File: config.mk
export PLATFORM = sky130hd
export DESIGN_NAME = if_id_queue
export DESIGN_NICKNAME = d
export VERILOG_FILES = /design/src/rtl/if_id_queue_pkg.sv /design/src/rtl/ifq_storage.sv /design/src/rtl/if_id_queue.sv
export SDC_FILE = /design/constraint.sdc
export NUM_CORES = 1
export LEC_CHECK = 0
export CORE_ASPECT_RATIO = 1.75
export CORE_MARGIN = 2
export CORE_UTILIZATION = 59
export CTS_CLUSTER_DIAMETER = 40
export CTS_CLUSTER_SIZE = 25
export DETAILED_ROUTE_END_ITERATION = 7
export PLACE_DENSITY_LB_ADDON = 0.1
export SYNTH_ARGS = -nofsm -noshare
export SYNTH_HDL_FRONTEND = slang
export SYNTH_SLANG_ARGS = --single-unit
File: constraint.sdc
create_clock -name clk -period 8.6 [get_ports clk]
set_input_delay 1.29 -clock clk [delete_from_list [all_inputs] [get_ports clk]]
set_output_delay 1.29 -clock clk [all_outputs]
set_load 0.02 [all_outputs]
File: src/rtl/if_id_queue_pkg.sv
// rtl/if_id_queue_pkg.sv - shared widths, NOP encoding and entry layout for the fetch/decode queue
package if_id_queue_pkg;
   localparam int XLEN        = 32;
   localparam int PC_WIDTH    = 32;
   localparam int IFQ_ENTRY_W = 2 * PC_WIDTH + XLEN;

   // addi x0, x0, 0
   localparam logic [XLEN-1:0] NOP_ENC = 32'h0000_0013;

   typedef struct packed {
      logic [PC_WIDTH-1:0] pc;
      logic [PC_WIDTH-1:0] pcplus4;
      logic [XLEN-1:0]     inst;
   } ifq_entry_t;
endpackage

File: src/rtl/ifq_storage.sv
// rtl/ifq_storage.sv - DEPTH x IFQ_ENTRY_W register array, one write port, one async read port
module ifq_storage
   import if_id_queue_pkg::*;
#(
   parameter int DEPTH = 4,
   parameter int AW    = $clog2(DEPTH)
) (
   input  logic                   clk,
   input  logic                   we,
   input  logic [AW-1:0]          waddr,
   input  logic [IFQ_ENTRY_W-1:0] wdata,
   input  logic [AW-1:0]          raddr,
   output logic [IFQ_ENTRY_W-1:0] rdata
);

   // Contents are deliberately not reset; pointers/count qualify every read.
   logic [IFQ_ENTRY_W-1:0] mem [DEPTH];

   always_ff @(posedge clk) begin
      if (we) begin
         mem[waddr] <= wdata;
      end
   end

   assign rdata = mem[raddr];

endmodule

File: src/rtl/if_id_queue.sv
// rtl/if_id_queue.sv - first-word-fall-through instruction queue between fetch and decode
module if_id_queue
   import if_id_queue_pkg::*;
#(
   parameter int               DEPTH    = 4,
   parameter logic [XLEN-1:0]  NOP_INST = NOP_ENC
) (
   input  logic                       clk,
   input  logic                       rst,
   input  logic                       flush,
   input  logic                       in_valid,
   output logic                       in_ready,
   input  logic [PC_WIDTH-1:0]        in_pc,
   input  logic [PC_WIDTH-1:0]        in_pcplus4,
   input  logic [XLEN-1:0]            in_inst,
   output logic                       out_valid,
   input  logic                       out_ready,
   output logic [PC_WIDTH-1:0]        out_pc,
   output logic [PC_WIDTH-1:0]        out_pcplus4,
   output logic [XLEN-1:0]            out_inst,
   output logic [$clog2(DEPTH):0]     count
);

   localparam int AW = $clog2(DEPTH);
   localparam int CW = AW + 1;

   logic [AW-1:0] rptr_q, rptr_d;
   logic [AW-1:0] wptr_q, wptr_d;
   logic [CW-1:0] count_q, count_d;
   logic          push, pop;
   ifq_entry_t    wr_entry, rd_entry;

   // Status comes only from registered count, so in_ready never depends on out_ready.
   assign in_ready  = (count_q != CW'(DEPTH));
   assign out_valid = (count_q != '0);
   assign push      = in_valid && in_ready;
   assign pop       = out_valid && out_ready;
   assign count     = count_q;

   always_comb begin
      rptr_d  = rptr_q;
      wptr_d  = wptr_q;
      count_d = count_q;
      if (flush) begin
         rptr_d  = '0;
         wptr_d  = '0;
         count_d = '0;
      end else begin
         if (push) wptr_d = wptr_q + AW'(1);
         if (pop)  rptr_d = rptr_q + AW'(1);
         if (push && !pop)      count_d = count_q + CW'(1);
         else if (pop && !push) count_d = count_q - CW'(1);
      end
   end

   always_ff @(posedge clk or posedge rst) begin
      if (rst) begin
         rptr_q  <= '0;
         wptr_q  <= '0;
         count_q <= '0;
      end else begin
         rptr_q  <= rptr_d;
         wptr_q  <= wptr_d;
         count_q <= count_d;
      end
   end

   assign wr_entry = '{pc: in_pc, pcplus4: in_pcplus4, inst: in_inst};

   ifq_storage #(.DEPTH(DEPTH), .AW(AW)) u_storage (
      .clk   (clk),
      .we    (push && !flush),
      .waddr (wptr_q),
      .wdata (wr_entry),
      .raddr (rptr_q),
      .rdata (rd_entry)
   );

   always_comb begin
      out_pc      = '0;
      out_pcplus4 = '0;
      out_inst    = NOP_INST;
      if (out_valid) begin
         out_pc      = rd_entry.pc;
         out_pcplus4 = rd_entry.pcplus4;
         out_inst    = rd_entry.inst;
      end
   end

`ifdef DEBUG
   always_ff @(posedge clk) begin
      if (!rst) begin
         if (flush) $display("if_id_queue: flush discards %0d entries", count_q);
         assert (!(in_valid && !in_ready)) else $error("if_id_queue: push while full");
         assert (!(out_ready && !out_valid)) else $error("if_id_queue: pop while empty");
      end
   end
`endif

endmodule

After elaboration in Yosys (flattened, before gate mapping)

Memory sizes are Yosys's and may differ from the RTL's.
Cells that the tools add are included.

Add/sub/neg operators: 4
Equality and inequality tests: 1
Multiplexer cells: 12
Reduce and logical (&&, ||, !) cells: 12

Operator list:

| cell                                                               | number |
|---|---|
| 32-bit two-way mux                                                 | 3 |
| 3-bit two-way mux                                                  | 3 |
| 2-bit two-way mux                                                  | 4 |
| 3-bit nonzero test                                                 | 2 |
| 1-bit logical AND                                                  | 5 |
| 2-bit by 1-bit adder with 2-bit output, second input constant      | 2 |
| 2-bit nonzero test                                                 | 2 |
| 3-bit by 1-bit adder with 3-bit output, second input constant      | 1 |
| 1-bit zero test                                                    | 3 |
| 3-bit != test, second input constant                               | 1 |
| 3-bit by 1-bit subtractor with 3-bit output, second input constant | 1 |
| 1-bit two-way mux                                                  | 2 |

Register bits: 7
Bits of input ports: 101
Bits in writable memories: 384
Memories: 1

Memory list:

| name          | depth | bits a word | read ports | clocked after memory_dff | write ports | line              | source |
|---|---|---|---|---|---|---|---|
| u_storage.mem | 4     | 96          | 1          | 0                        | 1           | ifq_storage.sv:17 | `logic [IFQ_ENTRY_W-1:0] mem [DEPTH];` |

Logic depth before layout (Yosys ltp)

Gate-level depths: netlist (run 1).

Depth in word-level cells: 7
Depth in mapped cells: 8
Gate-level depth less buffers: 7

Hierarchy

From an unflattened synthesis (run 1), not the netlist that was laid out.

Cells, all modules: 665
Area, all modules: 15,090.7 um^2

By module, submodules not included:

| module      | cells each | sequential area each (um^2) | area an instance (um^2) | times used |
|---|---|---|---|---|
| ifq_storage | 506        | 11,531.1                    | 13,874.6                | 1 |
| if_id_queue | 159        | 175.2                       | 1,216.2                 | 1 |

Least setup slack after synthesis (run 1)

No wires, ideal clock.

Path type: input to register
Start point: input port in_valid
End point: memory u_storage.mem[0][0] in the netlist's numbering (enable)
Stages on the path: 4
Path slack: 3.991 ns
Path buffers: 1
Data arrival time: 4.143 ns
Data required time: 8.134 ns
Path through: clkbuf_1 -> inv_1 -> nor3_1 -> and2_1

Cells in the longest elaborated chain, start to end: 4

Ends and longest elaborated chain:

| item                                    | line              | source |
|---|---|---|
| from (decl)                             | if_id_queue.sv:11 | `input logic in_valid,` |
| 1-bit logical AND                       | if_id_queue.sv:36 | `assign push = in_valid && in_ready;` |
| 1-bit logical AND                       | if_id_queue.sv:72 | `.we (push && !flush),` |
| 1-bit two-way mux                       | ifq_storage.sv:20 | `if (we) begin` |
| 1-bit two-way mux (implied by the code) | ifq_storage.sv:21 | `mem[waddr] <= wdata;` |
| to (decl)                               | ifq_storage.sv:17 |  |

Every way passes these cells.

Final worst setup path (run 1)

Start point: register rptr_q[0]
End point: output port out_pcplus4[13]

Cells in the longest elaborated chain, start to end: 2

Ends and longest elaborated chain:

| item                   | line              | source |
|---|---|---|
| from (decl)            | if_id_queue.sv:27 | `logic [AW-1:0] rptr_q, rptr_d;` |
| from (signal assigned) | if_id_queue.sv:62 | `rptr_q <= rptr_d;` |
| memory 4 x 96 bit      | -                 |  |
| 32-bit two-way mux     | if_id_queue.sv:83 | `if (out_valid) begin` |
| to (decl)              | if_id_queue.sv:19 | `output logic [PC_WIDTH-1:0] out_pcplus4,` |

Every way passes these cells.

==> results of run 1 <==
[registers in the layout, summed over array words and instances (netlist names)]
signal	count
rptr_q	2
count	3
u_storage.mem	384
wptr_q	2
[cell usage after synthesis (all sizes together) (2+ instances only)]
cell type	instances
dfrtp	7
xor2	2
a21oi	2
clkbuf	16
o31ai	2
or2	3
mux4	96
nor3	2
nand3	2
nor2	7
edfxtp	384
ha	4
o21ai	3
inv	10
buf	21
and2	97
[report_power, final]
| part | total [mW] | switching, mW | internal, mW |
|---|---|---|---|
| clock | 1.60 | 0.674 | 0.925 |
| combinational | 1.83 | 0.899 | 0.927 |
| sequential | 2.30 | 0.105 | 2.20 |
| total | 5.73 | 1.68 | 4.05 |
[worst min path at each step]
stage	start	to	depth (start not counted)
4_1_cts	wptr_q[0]	wptr_q[0]	2
6_report	wptr_q[0]	wptr_q[0]	2
3_5_place_dp	wptr_q[0]	wptr_q[0]	2
5_1_grt	wptr_q[0]	wptr_q[0]	2
3_3_place_gp	wptr_q[0]	wptr_q[0]	2
2_1_floorplan	wptr_q[0]	wptr_q[0]	2
[stage by stage]
step,util (%),setup slack [ns],area (um^2),power (mW)
floorplan,-,3.99,15000,3.41
global placement,68.8,3.84,17300,4.16
detailed placement,68.8,3.81,17300,4.20
CTS,73.5,3.19,18500,5.80
global route,73.5,3.00,18500,5.95
finish,73.5,3.35,18500,5.73
[cell families after synthesis]
group / synth area share (%)
AOI/OAI and AO/OA: 0.766
xor gates and xnor gates: 0.117
adders and majority gates: 0.466
buffers and inverters: 1.57
DFF: 77.9
muxes: 14.5
and+or+nand+nor: 4.65
[worst min-delay path: cells and delay by family, from the launching register on]
family | cells | cell delay (ns)
compound gates | 2 | 0.17
flops | 1 | 0.42
[cell type report]
type,instances,share of cell area (%)
flip-flops and latches,391,63.4
well taps,316,2.14
clock inverters,23,2.06
clock buffers,34,4.26
repair buffers,208,11.2
diodes,2,0.0271
inverters,10,0.203
multi-input cells,235,16.8
[placed cells by master, fill, tap and decap left out, drive strengths merged, types with 2 or more instances in the layout]
| cell type | netlist | final |
|---|---|---|
| diode | 0 | 2 |
| o21ai | 3 | 3 |
| inv | 10 | 19 |
| nand3 | 2 | 2 |
| bufinv | 0 | 8 |
| or2 | 3 | 3 |
| and2 | 97 | 97 |
| buf | 21 | 7 |
| mux4 | 96 | 96 |
| edfxtp | 384 | 384 |
| o31ai | 2 | 2 |
| nor2 | 7 | 7 |
| clkbuf | 16 | 34 |
| xor2 | 2 | 2 |
| clkdlybuf4s50 | 0 | 201 |
| clkinv | 0 | 6 |
| nor3 | 2 | 2 |
| ha | 4 | 4 |
| dfrtp | 7 | 7 |
| a21oi | 2 | 2 |
[layer usage]
layer	wire [um]	track usage [%]
met1	10800	28.0
met2	15700	38.5
met3	1680	3.46
met4	770	7.83
met5	0	0
==> results.toml, run 1 <==
[status]
outcome = "finished clean"

[cts]
cts_hold_buf = 0
tritoncts = "yes"
clk_pin_slew_ns = 0.08
cts_sinks = 391
root_buffer = "clkbuf_16"
clk_path_buf_depth = 3
htree_levels = 1
post_cts_resized = 0
clk_latency_ns = 0.56
cts_setup_buffers = 0
cts_buffers = 31

[drt]
ant_nets = 0
routed_wl_um = 29000
drtIter0Drc = 536
drt_first_pass_iters = 5
routedWlPerCell_um = 23.8
vias_per_cell = 5.93
vias = 7225
drc = 0

[setup_path]
worstSetupStartpointType = "register"
reg2reg_slack_ns = 5.63
cp_cell_sequence = "buf_4, mux4_2, and2_1, clkdlybuf4s50_1"
worstPathRequired_ns = 7.31
path_class = "reg -> out"
path_max_fanout = 53
arrival_ns = 3.96
slowest_delay_ns = 1.12
crit_path_end = "out_pcplus4[13]"
crit_path_top_delay_cell = "dfrtp_4"
endpoint_kind = "output pin"
critPathTopFamily = "buffers and inverters"
reg2reg_from = "count[0]"
crit_buf_inv = 2
reg2reg_depth = 4
critical_path_depth = 4
cp-startpoint = "rptr_q[0]"
regToRegEndpoint = "u_storage.mem[0][25]"

[job]
cap_viol_max_count = 0

[timing]
finalHoldViolations = 0
rsz0062_at_grt = "no"
period_needed_ns = 5.25
skew_ns = 0.00897
finalSetupViolations = 0
fin_hold_ws_ns = 0.621
worstMarginPinSlew_ns = 1.17
fmax_mhz = 191
maxSlewHeadroom_pct = 22.1
setup_tns_ns = 0
drv_slew = 0
final.period_utilization_pct = 61.0

[floorplan]
ios = 202
dieWidth_um = 125
fp.dieH_um = 215
initial_core_util_pct = 59.8
dieArea_um2 = 26800
coreArea_um2 = 25100
num_rows = 77

[place]
place_congestion = 0.719
place_inst = 1160
dp_hpwl_um = 17300
numPortBuffers = 201

[pwr]
p_leak_nw = 5.89
pwr_density_cell_nw_per_um2 = 310
ir_drop_mv = 0.243

[synth]
synth_area_um2 = 15000
synth_warnings = 0
ys_ff_latch = 391
synth_top_area_share_pct = 76.7
ys_types = 36
synthArstFlopShare_pct = 1.79
syn_nets = 779
yosysTopAreaCell = "edfxtp_1"
dominantRegCellSynth = "edfxtp_1"
ys_seq_area_share_pct = 77.9
synth_edf_count = 384
avgSynthCellArea_um2 = 22.3
synth.area.top_cells = "edfxtp_1 77%, mux4_2 14%, and2_1 4.0%"
syn_inst = 673

[finish]
layout-drive-gt1-share_pct = 18.4
fin_cells = 1219
fillers = 1497
regArea_um2 = 11700
multi_input_area_um2 = 3100
synthToLayoutAreaGrowth_pct = 23.0
nNetsFinal = 983

[global_route]
grt.overflow.total = 0
grt_pass1_vias = 7954
grt_max_degree = 79
grt_antenna_before_repair = 2
grt_use_total_pct = 21.9
grt_first_pass_wirelength_um = 45300

[worst_hold_path]
hold_class = "reg -> reg"
No activity file was read; power rests on OpenSTA's default activity.
==> inputs of run 2 (changes only) <==
--- a/config.mk
+++ b/config.mk
@@ -7,7 +7,7 @@
 export LEC_CHECK = 0
 export CORE_ASPECT_RATIO = 1.75
 export CORE_MARGIN = 2
-export CORE_UTILIZATION = 59
+export CORE_UTILIZATION = 49
 export CTS_CLUSTER_DIAMETER = 40
 export CTS_CLUSTER_SIZE = 25
 export DETAILED_ROUTE_END_ITERATION = 7
==> constraint.sdc (replaced) <==
create_clock -name clk -period 4.5 [get_ports clk]
set_input_delay 0.675 -clock clk [delete_from_list [all_inputs] [get_ports clk]]
set_output_delay 0.675 -clock clk [all_outputs]
set_load 0.02 [all_outputs]
==> results.toml, run 2 (synthesis results as in run 1) <==
[cts]
cts_buffers = 34
cts_hold_buf = 0
cts_sinks = 391
root_buffer = "clkbuf_16"
clk_pin_slew_ns = 0.07
tritoncts = "yes"
cts_setup_buffers = 0
htree_levels = 2
clk_path_buf_depth = 3
clk_latency_ns = 0.54
post_cts_resized = 0

[drt]
routedWlPerCell_um = 23.5
vias_per_cell = 5.57
routed_wl_um = 30700
drc = 0
ant_nets = 0
drtIter0Drc = 436
vias = 7253
drt_first_pass_iters = 4

[pwr]
combPwrFrac_pct = 32.3
p_leak_nw = 5.99
ir_drop_mv = 0.487
clockPowerShare_pct = 28.3
seq_power_share_pct = 39.4
netSwitchingFraction_pct = 31.1
p_sw_mw = 3.46
pwr_density_cell_nw_per_um2 = 591
total_power_mw = 11.1
internal-power_mw = 7.65

[timing]
drv_slew = 0
finalSetupViolations = 0
fmax_mhz = 263
worstMarginPinSlew_ns = 0.911
skew_ns = 0.0222
setup_slack_ns = 0.695
finalHoldViolations = 0
maxSlewHeadroom_pct = 39.3
rsz0062_at_grt = "no"
period_needed_ns = 3.80
final.period_utilization_pct = 84.5
setup_tns_ns = 0
fin_hold_ws_ns = 0.384

[setup_path]
path_max_fanout = 46
slowest_delay_ns = 0.64
crit_buf_inv = 3
cp_cell_sequence = "nor3_2, inv_2, buf_4, and2_1, clkdlybuf4s50_1"
path_class = "reg -> out"
endpoint_kind = "output pin"
crit_path_top_delay_cell = "clkdlybuf4s50_1"
worstPathRequired_ns = 3.83
critPathTopFamily = "buffers and inverters"
arrival_ns = 3.13
worstSetupStartpointType = "register"

[place]
postPlaceCellArea_um2 = 17500
numPortBuffers = 201
dp_hpwl_um = 18700
place_congestion = 0.763
place_ws_ns = 1.09

[finish]
final_cell_area_um2 = 18800
nNetsFinal = 994
layout-drive-gt1-share_pct = 19.9
synthToLayoutAreaGrowth_pct = 25.0
top_register = "u_storage.mem"
final_cell_mix = "384 x edfxtp_1, 201 x clkdlybuf4s50_1, 96 x mux4_2"
fillers = 2065
layout_commonest_cell = "edfxtp_1"
largest_register_ffs = 384

[job]
cap_viol_max_count = 0

[global_route]
grt_max_degree = 73
grt_first_pass_wirelength_um = 47100
grt_use_total_pct = 19.7
grt_pass1_vias = 8095
grt.overflow.total = 0
grt_antenna_before_repair = 4

[floorplan]
dieWidth_um = 136
dieArea_um2 = 32100
fp.dieH_um = 236
initial_core_util_pct = 49.8
coreArea_um2 = 30200
ios = 202
num_rows = 84

[worst_hold_path]
hold_class = "in -> async"

[status]
outcome = "finished clean"
==> run 2: cell type report <==
type	count	area, um^2	area share, %
Multi-Input combinational cell	235	3100	16.5
Timing Repair Buffer	216	2200	11.7
Tap cell	387	484	2.58
Clock inverter	25	360	1.92
Clock buffer	36	890	4.73
Antenna cell	3	7.51	0.0400
Inverter	10	37.5	0.200
Sequential cell	391	11700	62.3
==> run 2: routing by layer <==
layer	wire length [um]	vias up	GRT usage, %
li1	-	3169	-
met1	11500	3824	23.5
met2	16900	214	35.7
met3	1710	44	4.09
met4	634	2	5.84
met5	13	-	0
==> run 2: worst paths after layout <==
kind | startpoint | endpoint | slack [ns] | cells after the start
worst max-delay path | count[0] | out_inst[17] | 0.70 | 5
worst min-delay path | rst | count[1] | 0.38 | 2
worst max register to register | count[0] | u_storage.mem[3][22] | 1.94 | 4
worst min register to register | wptr_q[0] | wptr_q[0] | 0.62 | 2
max in group asynchronous | rst | rptr_q[0] | 3.86 | 2
min in group clk | wptr_q[0] | wptr_q[0] | 0.62 | 2
==> run 2: metrics by stage <==
step,util [%],std cells
final,62.3,1303
after global routing,62.3,1302
after CTS,62.3,1300
after detailed placement,58.1,1239
after global placement,58.1,1239
after floorplan,-,673
==> run 2: worst reg2reg max path: cells and delay by family (launching register included) <==
kind          cells  cell delay [ns]
simple gates      3             1.25
flops             1             0.58
buf+inv           1             0.41
==> run 2: power by group through the flow <==
stage | Sequential (mW) | Clock (mW) | Combinational [mW]
6_report | 4.37 | 3.15 | 3.59
5_1_grt | 4.41 | 3.34 | 3.82
4_1_cts | 4.38 | 3.22 | 3.67
3_5_place_dp | 4.46 | 0 | 3.65
3_3_place_gp | 4.45 | 0 | 3.64
2_1_floorplan | 4.34 | 0 | 2.18
